<file path="src/rtl/cntdiv_pkg.sv">
// Shared types and helpers for the programmable multi-channel clock divider.
// Holds the output-mode encoding, the smallest legal divisor and the divisor
// clamp used when a new value is captured from the load bus.
package cntdiv_pkg;

  typedef enum logic {
    MODE_SQUARE = 1'b0,
    MODE_PULSE  = 1'b1
  } cntdiv_mode_e;

  localparam int unsigned MIN_DIV = 2;

  // Divisors of 0 or 1 cannot produce a defined period, so they become 2.
  function automatic logic [31:0] clamp_div(input logic [31:0] v);
    return (v < MIN_DIV) ? MIN_DIV : v;
  endfunction

endpackage

</file>
<file path="src/rtl/cntdiv_ch.sv">
// Single divider channel: counts 0..D-1 and emits tick/clkout, with divisor swaps only at period boundaries.
// Latency: outputs registered, 1 cycle from en/mode; div_load to div_ack is 1 cycle when disabled, else at the next wrap.
// Backpressure: none; free-running, every strobe is captured and the last load before the apply point wins.
// Ports: clk/rst (sync, active-high), en, mode (0 square, 1 pulse), div_in/div_load, div_ack, tick, clkout.
module cntdiv_ch
  import cntdiv_pkg::*;
#(
  parameter int WIDTH       = 24,
  parameter int DEFAULT_DIV = 100_000
) (
  input  logic             clk,
  input  logic             rst,
  input  logic             en,
  input  logic             mode,
  input  logic [WIDTH-1:0] div_in,
  input  logic             div_load,
  output logic             div_ack,
  output logic             tick,
  output logic             clkout
);

  localparam logic [WIDTH-1:0] RST_DIV = WIDTH'(DEFAULT_DIV);
  localparam logic [WIDTH-1:0] RST_CNT = WIDTH'(DEFAULT_DIV - 1);
  localparam logic [WIDTH-1:0] ONE     = WIDTH'(1);
  localparam logic [WIDTH:0]   ONE_X   = (WIDTH+1)'(1);

  logic [WIDTH-1:0] cnt_q, cnt_d;
  logic [WIDTH-1:0] div_q, div_d;
  logic [WIDTH-1:0] pend_q, pend_d;
  logic             pend_vld_q, pend_vld_d;
  logic             tick_q, tick_d;
  logic             clkout_q, clkout_d;
  logic             ack_q, ack_d;

  logic [WIDTH-1:0] load_val;
  logic             wrap;
  logic             apply;
  logic [WIDTH:0]   half;

  always_comb begin
    load_val = WIDTH'(clamp_div(32'(div_in)));
    wrap     = (cnt_q == (div_q - ONE));

    // A strobe on this very edge bypasses the pending register so a load
    // coinciding with the apply point lands immediately with a single ack.
    pend_d     = div_load ? load_val : pend_q;
    pend_vld_d = div_load | pend_vld_q;

    apply = pend_vld_d & (~en | wrap);
    div_d = apply ? pend_d : div_q;
    ack_d = apply;
    if (apply) begin
      pend_vld_d = 1'b0;
    end

    cnt_d    = cnt_q;
    tick_d   = 1'b0;
    clkout_d = 1'b0;
    // ceil(D/2) from the divisor governing the next period.
    half     = ({1'b0, div_d} + ONE_X) >> 1;

    if (!en) begin
      // Primed at D-1 so the first enabled edge is a wrap.
      cnt_d = div_d - ONE;
    end else begin
      if (wrap) begin
        cnt_d  = '0;
        tick_d = 1'b1;
      end else begin
        cnt_d = cnt_q + ONE;
      end
      if (cntdiv_mode_e'(mode) == MODE_PULSE) begin
        clkout_d = tick_d;
      end else begin
        clkout_d = ({1'b0, cnt_d} < half);
      end
    end
  end

  always_ff @(posedge clk) begin
    if (rst) begin
      cnt_q      <= RST_CNT;
      div_q      <= RST_DIV;
      pend_q     <= RST_DIV;
      pend_vld_q <= 1'b0;
      tick_q     <= 1'b0;
      clkout_q   <= 1'b0;
      ack_q      <= 1'b0;
    end else begin
      cnt_q      <= cnt_d;
      div_q      <= div_d;
      pend_q     <= pend_d;
      pend_vld_q <= pend_vld_d;
      tick_q     <= tick_d;
      clkout_q   <= clkout_d;
      ack_q      <= ack_d;
    end
  end

  assign div_ack = ack_q;
  assign tick    = tick_q;
  assign clkout  = clkout_q;

endmodule

</file>
<file path="src/rtl/cntdiv_prog_n.sv">
// NCH independent programmable clock/tick dividers sharing only clk and rst.
// Latency: per channel, registered outputs; div_ack 1 cycle after load when disabled, else at the period end.
// Backpressure: none; loads are strobes, the last one before the apply point is taken.
// Ports: clk, rst (sync, active-high), en/mode/div_load/div_ack/tick/clkout [NCH], div_in [NCH*WIDTH].
module cntdiv_prog_n
  import cntdiv_pkg::*;
#(
  parameter int NCH         = 4,
  parameter int WIDTH       = 24,
  parameter int DEFAULT_DIV = 100_000
) (
  input  logic                 clk,
  input  logic                 rst,
  input  logic [NCH-1:0]       en,
  input  logic [NCH-1:0]       mode,
  input  logic [NCH*WIDTH-1:0] div_in,
  input  logic [NCH-1:0]       div_load,
  output logic [NCH-1:0]       div_ack,
  output logic [NCH-1:0]       tick,
  output logic [NCH-1:0]       clkout
);

  for (genvar i = 0; i < NCH; i++) begin : g_ch
    cntdiv_ch #(
      .WIDTH      (WIDTH),
      .DEFAULT_DIV(DEFAULT_DIV)
    ) u_ch (
      .clk     (clk),
      .rst     (rst),
      .en      (en[i]),
      .mode    (mode[i]),
      .div_in  (div_in[i*WIDTH +: WIDTH]),
      .div_load(div_load[i]),
      .div_ack (div_ack[i]),
      .tick    (tick[i]),
      .clkout  (clkout[i])
    );
  end

endmodule

</file>
<file path="config.mk">
export PLATFORM = sky130hd
export DESIGN_NAME = cntdiv_prog_n
export DESIGN_NICKNAME = d
export VERILOG_FILES = /design/src/rtl/cntdiv_pkg.sv /design/src/rtl/cntdiv_ch.sv /design/src/rtl/cntdiv_prog_n.sv
export SDC_FILE = /design/constraint.sdc
export NUM_CORES = 1
export LEC_CHECK = 0
export ABC_AREA = 1
export BUFFER_PORTS_ARGS = -buffer_cell sky130_fd_sc_hd__buf_2
export CAP_MARGIN = 20
export CORE_MARGIN = 4
export CORE_UTILIZATION = 55
export CTS_CLUSTER_DIAMETER = 40
export DETAILED_ROUTE_END_ITERATION = 12
export PLACE_DENSITY = 0.75
export SETUP_SLACK_MARGIN = 0.4
export SYNTH_ARGS = -nofsm -noshare
export SYNTH_HDL_FRONTEND = slang
export SYNTH_SLANG_ARGS = --single-unit
</file>
<file path="constraint.sdc">
create_clock -name clk -period 5.8 [get_ports clk]
set_input_delay 0.58 -clock clk [delete_from_list [all_inputs] [get_ports clk]]
set_output_delay 0.58 -clock clk [all_outputs]
set_load 0.02 [all_outputs]
</file>
Word level (Yosys, flattened, before mapping)
Index checks and enable logic that the tools add are counted.
W data, S select, Z words.
{"block": "op_classes", "add_sub_neg": 16, "order_cmp": 8, "n_eq_ne": 4, "n_mux": 32, "bitwise_logic": 16, "n_reduce_logical": 8}
{"op": "$mux W24", "n": 24}
{"op": "$sub A24 B1 Y24 const B", "n": 8}
{"op": "$add A24 B1 Y25 const B", "n": 4}
{"op": "$add A24 B1 Y24 const B", "n": 4}
{"op": "$eq A24 B24 Y1", "n": 4}
{"op": "$lt A24 B2 Y1 const B", "n": 4}
{"op": "$lt A24 B24 Y1", "n": 4}
{"op": "$reduce_or A2 Y1", "n": 8}
{"op": "$mux W1", "n": 8}
{"op": "$or A1 B1 Y1", "n": 8}
{"op": "$and A1 B1 Y1", "n": 4}
{"op": "$not A1 Y1", "n": 4}
{"block": "word_totals", "reg_bits": 304, "input_bits": 110, "output_inout_bits": 12, "word_cells": 112}

Longest topological paths before layout
{"block": "depth", "depth_word": 8, "mapped_depth": 35, "ltp_nobuf": 35}

By module
Synthesis repeated with hierarchy kept, for this count alone.
{"block": "hier_totals", "hier_cells": 4370, "hier_area_um2": 26087.5}
{"module": "cntdiv_ch (g_ch[2].u_ch ...)", "n_inst": 2, "cells_per_inst": 1092, "area_each_um2": 6522.5, "seq_area_each_um2": 1521.5}
{"module": "cntdiv_ch (g_ch[0].u_ch ...)", "n_inst": 2, "cells_per_inst": 1093, "area_each_um2": 6521.3, "seq_area_each_um2": 1521.5}

Worst setup path before layout
No wires, ideal clock.
{"block": "synth_path", "path_kind": "reg2reg", "start": "register g_ch[2].u_ch.div_q[0]", "end": "register g_ch[2].u_ch.clkout_q", "setup_time_ns": 0.114, "arrival_ns": 4.234, "t_required_ns": 5.686, "setup_slack_ns": 1.452, "path_stages_with_launch": 32, "path_buffers": 1, "synth_period_minus_slack_ns": 4.348, "cell_sequence": "dfxtp_1 inv_1 ha_1 nand3_4 nor2_1 nand2_1 inv_1 nand2_1 xor2_1 nand3_1 nor2_1 nand2_2 nand2_4 nand2_4 buf_6 nand2_1 o21ai_4 inv_1 ha_1 nand2_1 nor2_1 nand2_1 nor2_1 nand4_1 xor2_1 ha_1 nand4_1 or3_1 a21oi_1 nor3_1 nand3_1 nand2_1"}
{"block": "synth_via", "elab_chain_cells": 8}
{"element": "start, declared", "line_no": "cntdiv_ch.sv:28", "text": "logic [WIDTH-1:0] div_q, div_d;"}
{"element": "start signal, assigned", "line_no": "cntdiv_ch.sv:91", "text": "div_q <= div_d;"}
{"element": "$sub A24 B1 Y24", "line_no": "cntdiv_ch.sv:42", "text": "wrap = (cnt_q == (div_q - ONE));"}
{"element": "$eq A24 B24 Y1", "line_no": "cntdiv_ch.sv:42"}
{"element": "$or A1 B1 Y1", "line_no": "cntdiv_ch.sv:49", "text": "apply = pend_vld_d & (~en | wrap);"}
{"element": "$and A1 B1 Y1", "line_no": "cntdiv_ch.sv:49"}
{"element": "$mux W24 *", "line_no": "cntdiv_ch.sv:50", "text": "div_d = apply ? pend_d : div_q;"}
{"element": "via g_ch[2].u_ch.div_d[0]", "line_no": "cntdiv_ch.sv:28"}
{"element": "$add A24 B1 Y25 *", "line_no": "cntdiv_ch.sv:60", "text": "half = ({1'b0, div_d} + ONE_X) >> 1;"}
{"element": "$lt A24 B24 Y1 *", "line_no": "cntdiv_ch.sv:75", "text": "clkout_d = ({1'b0, cnt_d} < half);"}
{"element": "$mux W1 *", "line_no": "cntdiv_ch.sv:72", "text": "if (cntdiv_mode_e'(mode) == MODE_PULSE) begin"}
{"element": "end signal, assigned", "line_no": "cntdiv_ch.sv:95", "text": "clkout_q <= clkout_d;"}
{"element": "end, declared", "line_no": "cntdiv_ch.sv:32", "text": "logic clkout_q, clkout_d;"}
The timed path passes the listed nets; every way through them passes the cells marked *. The select of a mux whose other input is x is not followed.
A chain may end at the register's enable or synchronous reset.

Final worst setup path
Ends and elaborated chain as after synthesis.

==> results.cfg <==
[outcome]
status = finished, final reports clean

[timing]
final.period_utilization_pct = 87.4
finalSetupTns_ns = 0
slew_viol_final = 0
grt_setup_unrepaired = yes
timing.clock.skew_ns = 0.0175
holdWs_ns = 0.191
tightest_slew_margin_relative_to_the_limit_pct = 27.2
tightest_slew_ns = 1.09
fin_crit_ns = 5.07
setup_viol_count_final = 0
hold_viol_final = 0
achievable-frequency_ghz = 0.197

[yosys]
synth_area_sq_um = 25300
ys.warnings.count = 0
synth_flop_cell = sky130_fd_sc_hd__dfxtp_1
postSynth.asyncResetShare_pct = 0
synth.largest_area_cell = sky130_fd_sc_hd__dfxtp_1
synth-seq-cells = 304
mappedNetlistNets = 4375
synth_enable_flop_cells = 0
synthCells = 4157
synth-seq-area-share_pct = 24.0
synth.lib_cells_used.distinct = 58
synth.area.top_cells = sky130_fd_sc_hd__dfxtp_1, sky130_fd_sc_hd__nand2_1, sky130_fd_sc_hd__nor2_1
yosys.area.top_type_share_pct = 24.0
postSynthAreaPerCell_sq_um = 6.09

[worst_setup_path]
critical_path.endpoint_type = flip-flop
worst_setup_path_start_kind = flip-flop
crit_path_required_time_ns = 6.30
timing_worst_setup_path_type = flip-flop to flip-flop
cp_slowest_stage_delay_ns = 0.37
cp.arrival_ns = 5.57
crit_fanout = 16
cpMostUsedCell = sky130_fd_sc_hd__nand2_1
slowest_stage = sky130_fd_sc_hd__or3_1

[power_and_ir_drop]
pwr_density_cell_nw_per_um2 = 277
power.static_leakage_nw = 13.7
p_total_mw = 7.91
peakVddDrop_uv = 249

[clock_tree]
htreeDepth = 2
cts.clk_slew.worst_paths_ns = 0.05
clock-sinks = 304
cts-root-buf = sky130_fd_sc_hd__clkbuf_16
worstSkewPairLatency_ns = 0.62
holdBufCountCts = 0
cts_tree = done
clockBufferDepth = 3
cts_inserted_buffers = 54

[layout]
finish.instance_area_sq_um = 28500
finalNetCount = 4477
drive_above_1_share_pct = 11.3
final_cell_mix = sky130_fd_sc_hd__nand2_1, sky130_fd_sc_hd__nor2_1, sky130_fd_sc_hd__inv_1, sky130_fd_sc_hd__dfxtp_1, sky130_fd_sc_hd__nand3_1
flow.area_growth_from_synthesis_pct = 12.6
antenna_cells = 0
final-seq-area_sq_um = 6090
multiInputGateArea_sq_um = 17200
layout.cells.non_filler = 4904
layout.filler_cells = 4538
most_common_cell_after_layout_fill_and_taps_aside = sky130_fd_sc_hd__nand2_1

[global_routing]
maximum_number_of_pins_on_one_net_before_global_route_repair = 57
grt_first_pass_wirelength_microns = 129000
globalRouteTotalUtil_pct = 31.6
grt_pass1_vias = 24900
number_of_antenna_violations_at_the_first_check_in_global_routing = 0
grt_remaining_overflow = 0

[detailed_routing]
count_of_routing_violations_after_the_opening_detailed_route_iteration = 2802
route.detailed.vias_per_inst = 5.50
routed_wire_length_per_instance_microns = 16.8
drt_pre_antenna_iters = 6
drt.antenna.violating_nets = 0
drc_errors = 0
postRouteWirelength_microns = 82300
routed-via-count = 27000

[floorplanning]
initial_core_utilization_pct = 55.7
fp.dieW_microns = 223
die_ar_sq_um = 49600
core_area_sq_um = 45500
placement_rows = 78
chipHeight_microns = 223
design.portCount = 122

[placement]
postPlaceCellArea_sq_um = 26300
globalplace.congestion = 1.01
numPlacedInstances = 4799
detailed_place_hpwl_microns = 65300
portBuffers = 121

[job]
drv_cap = 0

[hold_path]
hold_path_class = input pin to flip-flop
-- report_power, final --
part           total (mW)  internal [mW]  switching, mW  leakage, nW
clock                3.51           2.30           1.22        0.979
combinational        2.02          0.670           1.35         10.3
sequential           2.38           2.24          0.143         2.51
-- Yosys cell counts (23+ instances only) --
| cell type | n |
|---|---|
| sky130_fd_sc_hd__nor2_2 | 51 |
| sky130_fd_sc_hd__nor3_1 | 83 |
| sky130_fd_sc_hd__ha_1 | 108 |
| sky130_fd_sc_hd__nand2_2 | 35 |
| sky130_fd_sc_hd__clkbuf_1 | 53 |
| sky130_fd_sc_hd__o21ai_0 | 86 |
| sky130_fd_sc_hd__nand2_1 | 1231 |
| sky130_fd_sc_hd__o21ai_2 | 23 |
| sky130_fd_sc_hd__a21oi_1 | 137 |
| sky130_fd_sc_hd__xnor2_1 | 52 |
| sky130_fd_sc_hd__mux2i_1 | 24 |
| sky130_fd_sc_hd__inv_1 | 396 |
| sky130_fd_sc_hd__inv_2 | 41 |
| sky130_fd_sc_hd__o21ai_1 | 41 |
| sky130_fd_sc_hd__dfxtp_1 | 304 |
| sky130_fd_sc_hd__nor4_1 | 33 |
| sky130_fd_sc_hd__nand3_1 | 273 |
| sky130_fd_sc_hd__nor2_1 | 678 |
| sky130_fd_sc_hd__nand4_1 | 94 |
| sky130_fd_sc_hd__xor2_1 | 194 |
-- worst max-delay path: cells and delay by family, from the launching register on --
| family | cells | cell delay [ns] |
|---|---|---|
| AO/OA/AOI/OAI | 1 | 0.12 |
| XOR/XNOR | 2 | 0.45 |
| adder cells (fa/ha/maj) | 3 | 0.83 |
| buffers and inverters | 2 | 0.28 |
| flip-flops | 1 | 0.33 |
| AND/OR/NAND/NOR | 21 | 2.94 |
-- sequential cells by signal (all words and copies together), names as in the netlist --
register	flops
g_ch.u_ch.div_ack	4
g_ch.u_ch.div_q	96
g_ch.u_ch.pend_vld_q	4
g_ch.u_ch.pend_q	96
g_ch.u_ch.tick	4
g_ch.u_ch.clkout	4
g_ch.u_ch.cnt_q	96
-- through the flow --
step           utilization [%]  setup slack [ns]
2_1_floorplan                -              1.45
3_3_place_gp              57.9             0.234
3_5_place_dp              57.9             0.262
4_1_cts                   62.4             0.416
5_1_grt                   62.7             0.283
6_report                  62.7             0.731
-- metal layers --
layer	part of all wire, %	track usage, %	up-vias
li1	-	-	13500
met1	43	42.6	12100
met3	8.9	5.31	167
met2	46	51.7	1151
met4	3.1	10.0	0
met5	0	0	-
-- area by class of cell --
type / instances / share of cell area (%)
multi-input combinational: 3311 / 60.3
sequential: 304 / 21.3
inverter: 444 / 5.84
clock buffer: 65 / 5.23
tap: 600 / 2.63
clock inverter: 36 / 1.85
timing repair buffer: 144 / 2.76
-- path summary, 6_finish.rpt --
check	from	slack, ns	cells past startpoint	end
min	mode[1]	0.19	3	g_ch[1].u_ch.clkout
max reg2reg	g_ch[2].u_ch.div_q[0]	0.73	29	g_ch[2].u_ch.clkout
max	g_ch[2].u_ch.div_q[0]	0.73	29	g_ch[2].u_ch.clkout
min reg2reg	g_ch[0].u_ch.pend_q[9]	0.45	2	g_ch[0].u_ch.pend_q[9]
-- timing repair --
action,CTS,global route
setup endpoints to repair,1,4
pin swaps,0,1
buffers inserted,0,3
cloned,0,1
gates resized for setup,2,25
-- logic make-up (layout without fill, tap and decap cells) --
logic type	count (synthesis)	in the layout	synth area share, %
compound gates	352	352	8.23
xor+xnor	247	247	8.57
fa+ha+maj	108	108	5.33
buf+inv	543	689	8.62
flops	304	304	24.0
mux	24	24	0.948
simple gates	2579	2580	44.3
No activity file was read; power rests on OpenSTA's default activity.
